===== src/rtl/packer_pkg.sv =====
`default_nettype none
// ============================================================================
// Module   : packer_pkg
// Brief    : Shared types and helpers for the nibble packer and its FIFO.
// Revision : 1.0 - initial release
// ============================================================================
package packer_pkg;

    localparam int NIB_W    = 4;
    localparam int MAX_NIBS = 8;
    localparam int MAX_W    = NIB_W * MAX_NIBS;

    typedef logic [NIB_W-1:0] nib_t;

    // Sized for the widest legal word; narrower configurations leave the top bits zero.
    typedef struct packed {
        logic [MAX_W-1:0] word;
        logic [3:0]       len;
    } entry_t;

    function automatic int idx_w(input int nibs);
        return (nibs < 2) ? 1 : $clog2(nibs);
    endfunction

endpackage
`default_nettype wire


===== src/rtl/packer_fifo2.sv =====
`default_nettype none
// ============================================================================
// Module   : packer_fifo2
// Brief    : Two-entry word FIFO, push and pop allowed together at any fill.
// Revision : 1.0 - initial release
// ============================================================================
module packer_fifo2
    import packer_pkg::*;
(
    input  logic       CLK,
    input  logic       RST_N,
    input  logic       i_push,
    input  entry_t     i_data,
    input  logic       i_pop,
    output entry_t     o_head,
    output logic [1:0] o_count
);

    entry_t     r_mem [2];
    logic       r_rd_ptr;
    logic       r_wr_ptr;
    logic [1:0] r_count;
    logic       w_do_pop;
    logic       w_do_push;

    // A pop on a full FIFO frees the slot the simultaneous push lands in.
    assign w_do_pop  = i_pop && (r_count != 2'd0);
    assign w_do_push = i_push && ((r_count != 2'd2) || w_do_pop);

    always_ff @(posedge CLK or negedge RST_N) begin
        if (!RST_N) begin
            r_rd_ptr <= 1'b0;
            r_wr_ptr <= 1'b0;
            r_count  <= 2'd0;
        end else begin
            if (w_do_push) r_wr_ptr <= ~r_wr_ptr;
            if (w_do_pop)  r_rd_ptr <= ~r_rd_ptr;
            case ({w_do_push, w_do_pop})
                2'b10:   r_count <= r_count + 2'd1;
                2'b01:   r_count <= r_count - 2'd1;
                default: r_count <= r_count;
            endcase
        end
    end

    always_ff @(posedge CLK) begin
        if (w_do_push) r_mem[r_wr_ptr] <= i_data;
    end

    assign o_head  = (r_count != 2'd0) ? r_mem[r_rd_ptr] : '0;
    assign o_count = r_count;

endmodule
`default_nettype wire


===== src/rtl/nibble_packer.sv =====
`default_nettype none
// ============================================================================
// Module   : nibble_packer
// Brief    : Packs upstream nibbles LSB-first into words, with flush of partials.
// Revision : 1.0 - initial release
// ============================================================================
module nibble_packer
    import packer_pkg::*;
#(
    parameter  int NIBS = 4,
    localparam int W    = NIB_W * NIBS
) (
    input  logic         CLK,
    input  logic         RST_N,
    input  nib_t         nib_data,
    input  logic         nib_valid,
    output logic         nib_take,
    input  logic         EN_flush,
    output logic         RDY_flush,
    input  logic         EN_word,
    output logic [W-1:0] word,
    output logic [3:0]   word_len,
    output logic         RDY_word,
    output logic [7:0]   overflow_cnt
);

    localparam int                 c_cnt_w    = idx_w(NIBS);
    localparam logic [c_cnt_w-1:0] c_last     = c_cnt_w'(NIBS - 1);
    localparam logic [c_cnt_w-1:0] c_one      = c_cnt_w'(1);
    localparam logic [3:0]         c_full_len = 4'(NIBS);

    logic [W-1:0]       r_acc;
    logic [c_cnt_w-1:0] r_cnt;
    logic [7:0]         r_ovf;

    logic [1:0]         w_fifo_cnt;
    entry_t             w_head;
    entry_t             w_push_entry;
    logic               w_push;
    logic [W-1:0]       w_merged;
    logic [W-1:0]       w_push_word;
    logic [3:0]         w_push_len;
    logic               w_can_push;
    logic               w_flush_ok;
    logic               w_last;

    assign w_last     = (r_cnt == c_last);
    assign w_can_push = (w_fifo_cnt != 2'd2) || EN_word;
    assign nib_take   = nib_valid && (!w_last || w_can_push);
    assign RDY_flush  = (w_fifo_cnt != 2'd2);
    assign w_flush_ok = EN_flush && RDY_flush;

    // The incoming nibble is merged before any flush so one push covers both.
    always_comb begin
        w_merged    = r_acc;
        w_push      = 1'b0;
        w_push_word = '0;
        w_push_len  = 4'd0;
        if (nib_take) w_merged[NIB_W*r_cnt +: NIB_W] = nib_data;
        if (nib_take && w_last) begin
            w_push      = 1'b1;
            w_push_word = w_merged;
            w_push_len  = c_full_len;
        end else if (w_flush_ok && nib_take) begin
            w_push      = 1'b1;
            w_push_word = w_merged;
            w_push_len  = 4'(r_cnt) + 4'd1;
        end else if (w_flush_ok && (r_cnt != '0)) begin
            w_push      = 1'b1;
            w_push_word = r_acc;
            w_push_len  = 4'(r_cnt);
        end
    end

    assign w_push_entry.word = MAX_W'(w_push_word);
    assign w_push_entry.len  = w_push_len;

    always_ff @(posedge CLK or negedge RST_N) begin
        if (!RST_N) begin
            r_acc <= '0;
            r_cnt <= '0;
            r_ovf <= 8'd0;
        end else begin
            if (w_push) begin
                r_acc <= '0;
                r_cnt <= '0;
            end else if (nib_take) begin
                r_acc <= w_merged;
                r_cnt <= r_cnt + c_one;
            end
            if (EN_flush && !RDY_flush && (r_ovf != 8'hFF)) r_ovf <= r_ovf + 8'd1;
        end
    end

    packer_fifo2 u_fifo (
        .CLK     (CLK),
        .RST_N   (RST_N),
        .i_push  (w_push),
        .i_data  (w_push_entry),
        .i_pop   (EN_word),
        .o_head  (w_head),
        .o_count (w_fifo_cnt)
    );

    generate
        if (W < MAX_W) begin : g_hi_bits
            logic w_unused_hi;
            assign w_unused_hi = |w_head.word[MAX_W-1:W];
        end
    endgenerate

    assign word         = w_head.word[W-1:0];
    assign word_len     = w_head.len;
    assign RDY_word     = (w_fifo_cnt != 2'd0);
    assign overflow_cnt = r_ovf;

endmodule
`default_nettype wire

===== config.mk =====
export PLATFORM = sky130hd
export DESIGN_NAME = nibble_packer
export DESIGN_NICKNAME = d
export VERILOG_FILES = /design/src/rtl/packer_pkg.sv /design/src/rtl/packer_fifo2.sv /design/src/rtl/nibble_packer.sv
export SDC_FILE = /design/constraint.sdc
export NUM_CORES = 1
export LEC_CHECK = 0
export ABC_AREA = 1
export CAP_MARGIN = 15
export CORE_MARGIN = 2
export CORE_UTILIZATION = 30
export CTS_CLUSTER_DIAMETER = 120
export DETAILED_ROUTE_END_ITERATION = 16
export PLACE_DENSITY_LB_ADDON = 0.15
export SETUP_SLACK_MARGIN = 0.3
export SLEW_MARGIN = 20
export SYNTH_ARGS = -nofsm -noshare
export SYNTH_HDL_FRONTEND = slang
export SYNTH_HIERARCHICAL = 1
export SYNTH_SLANG_ARGS = --single-unit

===== constraint.sdc =====
create_clock -name CLK -period 7.6 [get_ports CLK]
set_clock_uncertainty 0.2 [all_clocks]
set_input_delay 1.52 -clock CLK [delete_from_list [all_inputs] [get_ports CLK]]
set_output_delay 1.52 -clock CLK [all_outputs]
set_load 0.005 [all_outputs]

Yosys cells after proc, flatten, opt, wreduce, memory -nomap -nowiden
Memories as Yosys holds them, arrays and structs flattened.
Index checks and enable logic that the tools add are counted.

cells by class
  div/mod/pow operators = 0
  multiply operators = 0
  reductions and logical operators = 18
  bitwise operators = 2
  $add $sub $neg = 6
  order comparisons = 0
  equal/unequal tests = 5
  shift-type cells = 2
  multiplexer cells = 19

operators with widths
  cell                                                                      count
  16-bit 2-to-1 mux                                                         6
  4-bit negation with 34-bit output                                         1
  4-bit by 34-bit variable shift with 16-bit output (first input constant)  1
  4-bit by 34-bit variable part select with 16-bit output                   1
  20-bit 2-to-1 mux                                                         1
  16-bit bitwise mux                                                        1
  1-bit logical AND                                                         9
  8-bit by 1-bit adder with 8-bit output (second input constant)            1
  8-bit inequality test (second input constant)                             1
  2-bit nonzero test                                                        4
  2-bit 2-to-1 mux                                                          3
  3-bit 2-to-1 mux                                                          2
  1-bit 2-to-1 mux                                                          5
  2-bit by 1-bit adder with 2-bit output (second input constant)            2
  2-bit equality test (second input constant)                               2
  2-bit case mux with 2 select lines                                        1
  2-bit by 1-bit adder with 3-bit output (second input constant)            1
  1-bit logical OR                                                          3
  2-bit by 1-bit equality test with 1-bit output (second input constant)    1
  1-bit zero test                                                           2
  2-bit inequality test (second input constant)                             1
  1-bit NOT                                                                 2
  2-bit by 1-bit subtractor with 2-bit output (second input constant)       1

word-level totals
  logic and storage cells = 59
  register bits = 30
  memories kept = 1
  bits in latches = 0
  bits of input ports = 9
  bits in writable memories = 38
  ROM bits = 0

memories
  name          depth  width  rd ports  clocked after Yosys merged registers in  wr ports  line                text
  u_fifo.r_mem  2      19     1         0                                        1         packer_fifo2.sv:19  entry_t r_mem [2];

Logic depth before layout (Yosys ltp)
  depth in word-level cells = 10
  gate-level depth with buffers = 13

Hierarchy
The synthesis kept the hierarchy.

modules (own cells, without submodules)
  module         cells an instance  area an instance (um2)  seq. area each (um2)  times used
  packer_fifo2   225                3056.7                  2262.2                1
  nibble_packer  301                2057.0                  650.6                 1

Least setup slack after synthesis
Ideal clock, no wire load.

  path type = input-to-reg
  start point = input EN_word
  end point = memory u_fifo/r_mem[1][0] in the netlist's numbering (enable)
  buffers on the path = 1
  cell stages on the path = 9
  arrival time = 3.905 ns
  path slack = 3.066 ns
  required time = 6.971 ns
  cells stage by stage = nor2_1 nand2_1 nand3_2 nand3b_4 buf_6 inv_1 a21oi_1 inv_1 nor2_1

between the ends
  cells in the longest elaborated chain, start to end = 9
  elaborated cells between the ends (all ways) = 12
  classes of those cells = mux: 4; reduce/logical: 8

ends and longest elaborated chain
  element                                     line                 text
  start: declaration                          nibble_packer.sv:20  input logic EN_word,
  1-bit logical OR (*)                        nibble_packer.sv:48  assign w_can_push = (w_fifo_cnt != 2'd2) || EN_word;
  1-bit logical OR (*)                        nibble_packer.sv:49  assign nib_take = nib_valid && (!w_last || w_can_push);
  1-bit logical AND (*)                       nibble_packer.sv:49
  1-bit logical AND                           nibble_packer.sv:64  end else if (w_flush_ok && nib_take) begin
  1-bit 2-to-1 mux                            nibble_packer.sv:64
  1-bit 2-to-1 mux (*)                        nibble_packer.sv:60  if (nib_take && w_last) begin
  net w_push                                  nibble_packer.sv:39  logic w_push;
  1-bit logical AND (*)                       packer_fifo2.sv:28   assign w_do_push = i_push && ((r_count != 2'd2) || w_do_pop);
  1-bit 2-to-1 mux (*)                        packer_fifo2.sv:47   if (w_do_push) r_mem[r_wr_ptr] <= i_data;
  1-bit 2-to-1 mux (implied by the code) (*)  packer_fifo2.sv:47
  end: declaration                            packer_fifo2.sv:19

The timed path passes the listed nets; every way through them passes the cells marked *.

Worst setup path in the final report
  start point = input EN_word
  end point = output nib_take

between the ends
  cells in the longest elaborated chain, start to end = 3

ends and longest elaborated chain
  element            line                 text
  1-bit logical OR   nibble_packer.sv:48
  1-bit logical OR   nibble_packer.sv:49
  1-bit logical AND  nibble_packer.sv:49
  end: declaration   nibble_packer.sv:17  output logic nib_take,

No other way between the ends.

==> impl_metrics.json <==
{
  "status": "finished clean",
  "grt_start_max_net_pins": 31,
  "syn_area_um2": 3880,
  "relSlewSlack_pct": 45.2,
  "cap_violations": 0,
  "worstSetupPathType": "primary input to output pin",
  "cts_hold_buffers": 0,
  "pwr-share-clk_pct": 23.1,
  "gp_congestion": 0.775,
  "grt_use_met2_pct": 20.1,
  "grtUsageMet3_pct": 2.81,
  "netSwitchingPower_uw": 678,
  "p_leak_nw": 2.04,
  "use_met1_pct": 17.7,
  "fin_area_um2": 4660,
  "slew_violations": 0,
  "cp.required_ns": 5.88,
  "worst_slack_ns": 2.19,
  "min_period_over_period_pct": 71.1,
  "detail_route.vias_per_cell": 4.35,
  "cp.arrival_ns": 3.69,
  "drive_above_1_share_pct": 15.7,
  "end_kind": "output pin",
  "routedWlPerCell_um": 12.6,
  "worstPathCellList": "clkdlybuf4s50_1 -> nor2_1 -> nand2_1 -> nand2_1 -> inv_2 -> clkdlybuf4s50_1",
  "max_stage_delay_ns": 0.59,
  "place_hpwl_mm": 5.78,
  "timing.fmax_mhz": 185,
  "row_count": 41,
  "holdWs_ns": 0.297,
  "htreeDepth": 3,
  "startpoint_type": "primary input",
  "drt_wl_total_mm": 8.28,
  "cts_root_buf": "clkbuf_16",
  "drtAntennaViolNets": 0,
  "clk_latency_ns": 0.33,
  "finalPower_mw": 1.77,
  "crit_buf_inv": 3,
  "postCtsSetupBuffers": 0,
  "cts_resized": 0,
  "layout.nets": 495,
  "seq_power_share_pct": 34.4,
  "drc": 0,
  "grt_busiest_layer": "met2",
  "ir_drop_uv": 132,
  "dieWidth_um": 118,
  "fp.dieH_um": 118,
  "timing_hold_violations_final": 0,
  "pwr-share-comb_pct": 42.6,
  "antennaDiodeCount": 0,
  "power_switching_share_pct": 38.3,
  "postSynthAreaPerCell_um2": 8.76,
  "overflow": 0,
  "start_util_pct": 30.8,
  "drtIter0Drc": 182,
  "crit_fanout": 12,
  "placed_cell_area_um2": 4370,
  "grt_pass1_vias": 2824,
  "power_density_nw_per_um2": 379,
  "clockBufferDepth": 2,
  "internal_power_mw": 1.09,
  "antenna_found_initial": 0,
  "core_area_um2": 12600,
  "final.min_clock_period_ns": 5.41,
  "hp-class": "register to register",
  "vias": 2856,
  "clock_sinks": 70,
  "slowest_stage": "clkdlybuf4s50_1",
  "rsz0062_at_grt": "false",
  "numCtsBuffers": 9,
  "dieArea_um2": 13900,
  "setup_violations": 0,
  "grt_usage_pct": 12.8,
  "io_buffer_count": 39,
  "drtPass1Iterations": 5,
  "cts_tree": "built",
  "synthToLayoutAreaGrowth_pct": 20.1,
  "yosys_warnings": 6,
  "preCtsSetupSlack_ns": 2.21,
  "synthCells": 443,
  "tightest_slew_ns": 0.821,
  "io_pins": 40,
  "cp_top_family": "buffers and inverters",
  "grt_pass1_wl_mm": 14.2,
  "timing.setup.tns_ns": 0,
  "clk_pin_slew_ns": 0.06
}
## routing by layer
layer	up-vias	share of wire, %	wire, um
met2	59	47	3870
met3	2	3.6	296
li1	1498	-	-
met4	0	0.54	45
met1	1297	49	4070
met5	-	0	0
## placed cells by master, fill, tap and decap left out, drive strengths merged
master and count:
conb 2, clkdlybuf4s50 39, o21ai 3, edfxtp 40, bufinv 1, a21oi 39
nor2 29, nand2 170, nor3 3, clkinv 5, xor2 3, nand3 39
nand3b 2, o31ai 1, a31oi 1, dfrtp 30, clkbuf 10, ha 7
inv 46, nand4 8, buf 2, xnor2 4
## layout make-up
class,instances,area (um2)
tap,172,215
sequential,70,1950
clock buffer,10,229
multi-input combinational,311,1620
timing repair buffer,41,405
inverter,46,183
fill,1340,7960
clock inverter,6,62.6
## power groups by stage
stage | registers, mW | clock network (mW) | logic [mW]
after floorplan | 0.581 | 0 | 0.539
after global placement | 0.617 | 0 | 0.762
after detailed placement | 0.616 | 0 | 0.766
after CTS | 0.610 | 0.418 | 0.767
after global routing | 0.624 | 0.437 | 0.842
final | 0.608 | 0.408 | 0.753
## sequential cells by signal, summed over array words and instances, names as in the netlist
name,cells
r_acc,16
u_fifo/r_rd_ptr,1
r_cnt,2
u_fifo/r_wr_ptr,1
u_fifo/o_count,2
overflow_cnt,8
u_fifo/r_mem,40
## path summary, 6_finish.rpt
| path | startpoint | end | slack, ns | depth (start not counted) |
|---|---|---|---|---|
| worst min register to register | u_fifo/r_wr_ptr | u_fifo/r_wr_ptr | 0.30 | 2 |
| min in group asynchronous | RST_N | overflow_cnt[5] | 1.39 | 2 |
| worst max-delay path | EN_word | nib_take | 2.19 | 6 |
| worst min-delay path | u_fifo/r_wr_ptr | u_fifo/r_wr_ptr | 0.30 | 2 |
| max in group asynchronous | RST_N | r_acc[5] | 5.49 | 2 |
| worst max register to register | r_cnt[0] | u_fifo/r_mem[0][19] | 4.19 | 8 |
## worst reg2reg max path, stage by stage (launching register included)
cell      delay, ns
dfrtp_1        0.59
inv_1          0.20
ha_1           0.34
nor2_8         0.29
nand3b_4       0.39
inv_1          0.14
a21oi_1        0.18
nand2_1        0.09
inv_1          0.59
## per-stage QoR
| stage | std cells | util (%) |
|---|---|---|
| 2_1_floorplan | 444 | - |
| 3_3_place_gp | 640 | 34.6 |
| 3_5_place_dp | 640 | 34.6 |
| 4_1_cts | 656 | 37.0 |
| 5_1_grt | 656 | 37.0 |
| 6_report | 656 | 37.0 |
Power figures use the tool's default switching activity.
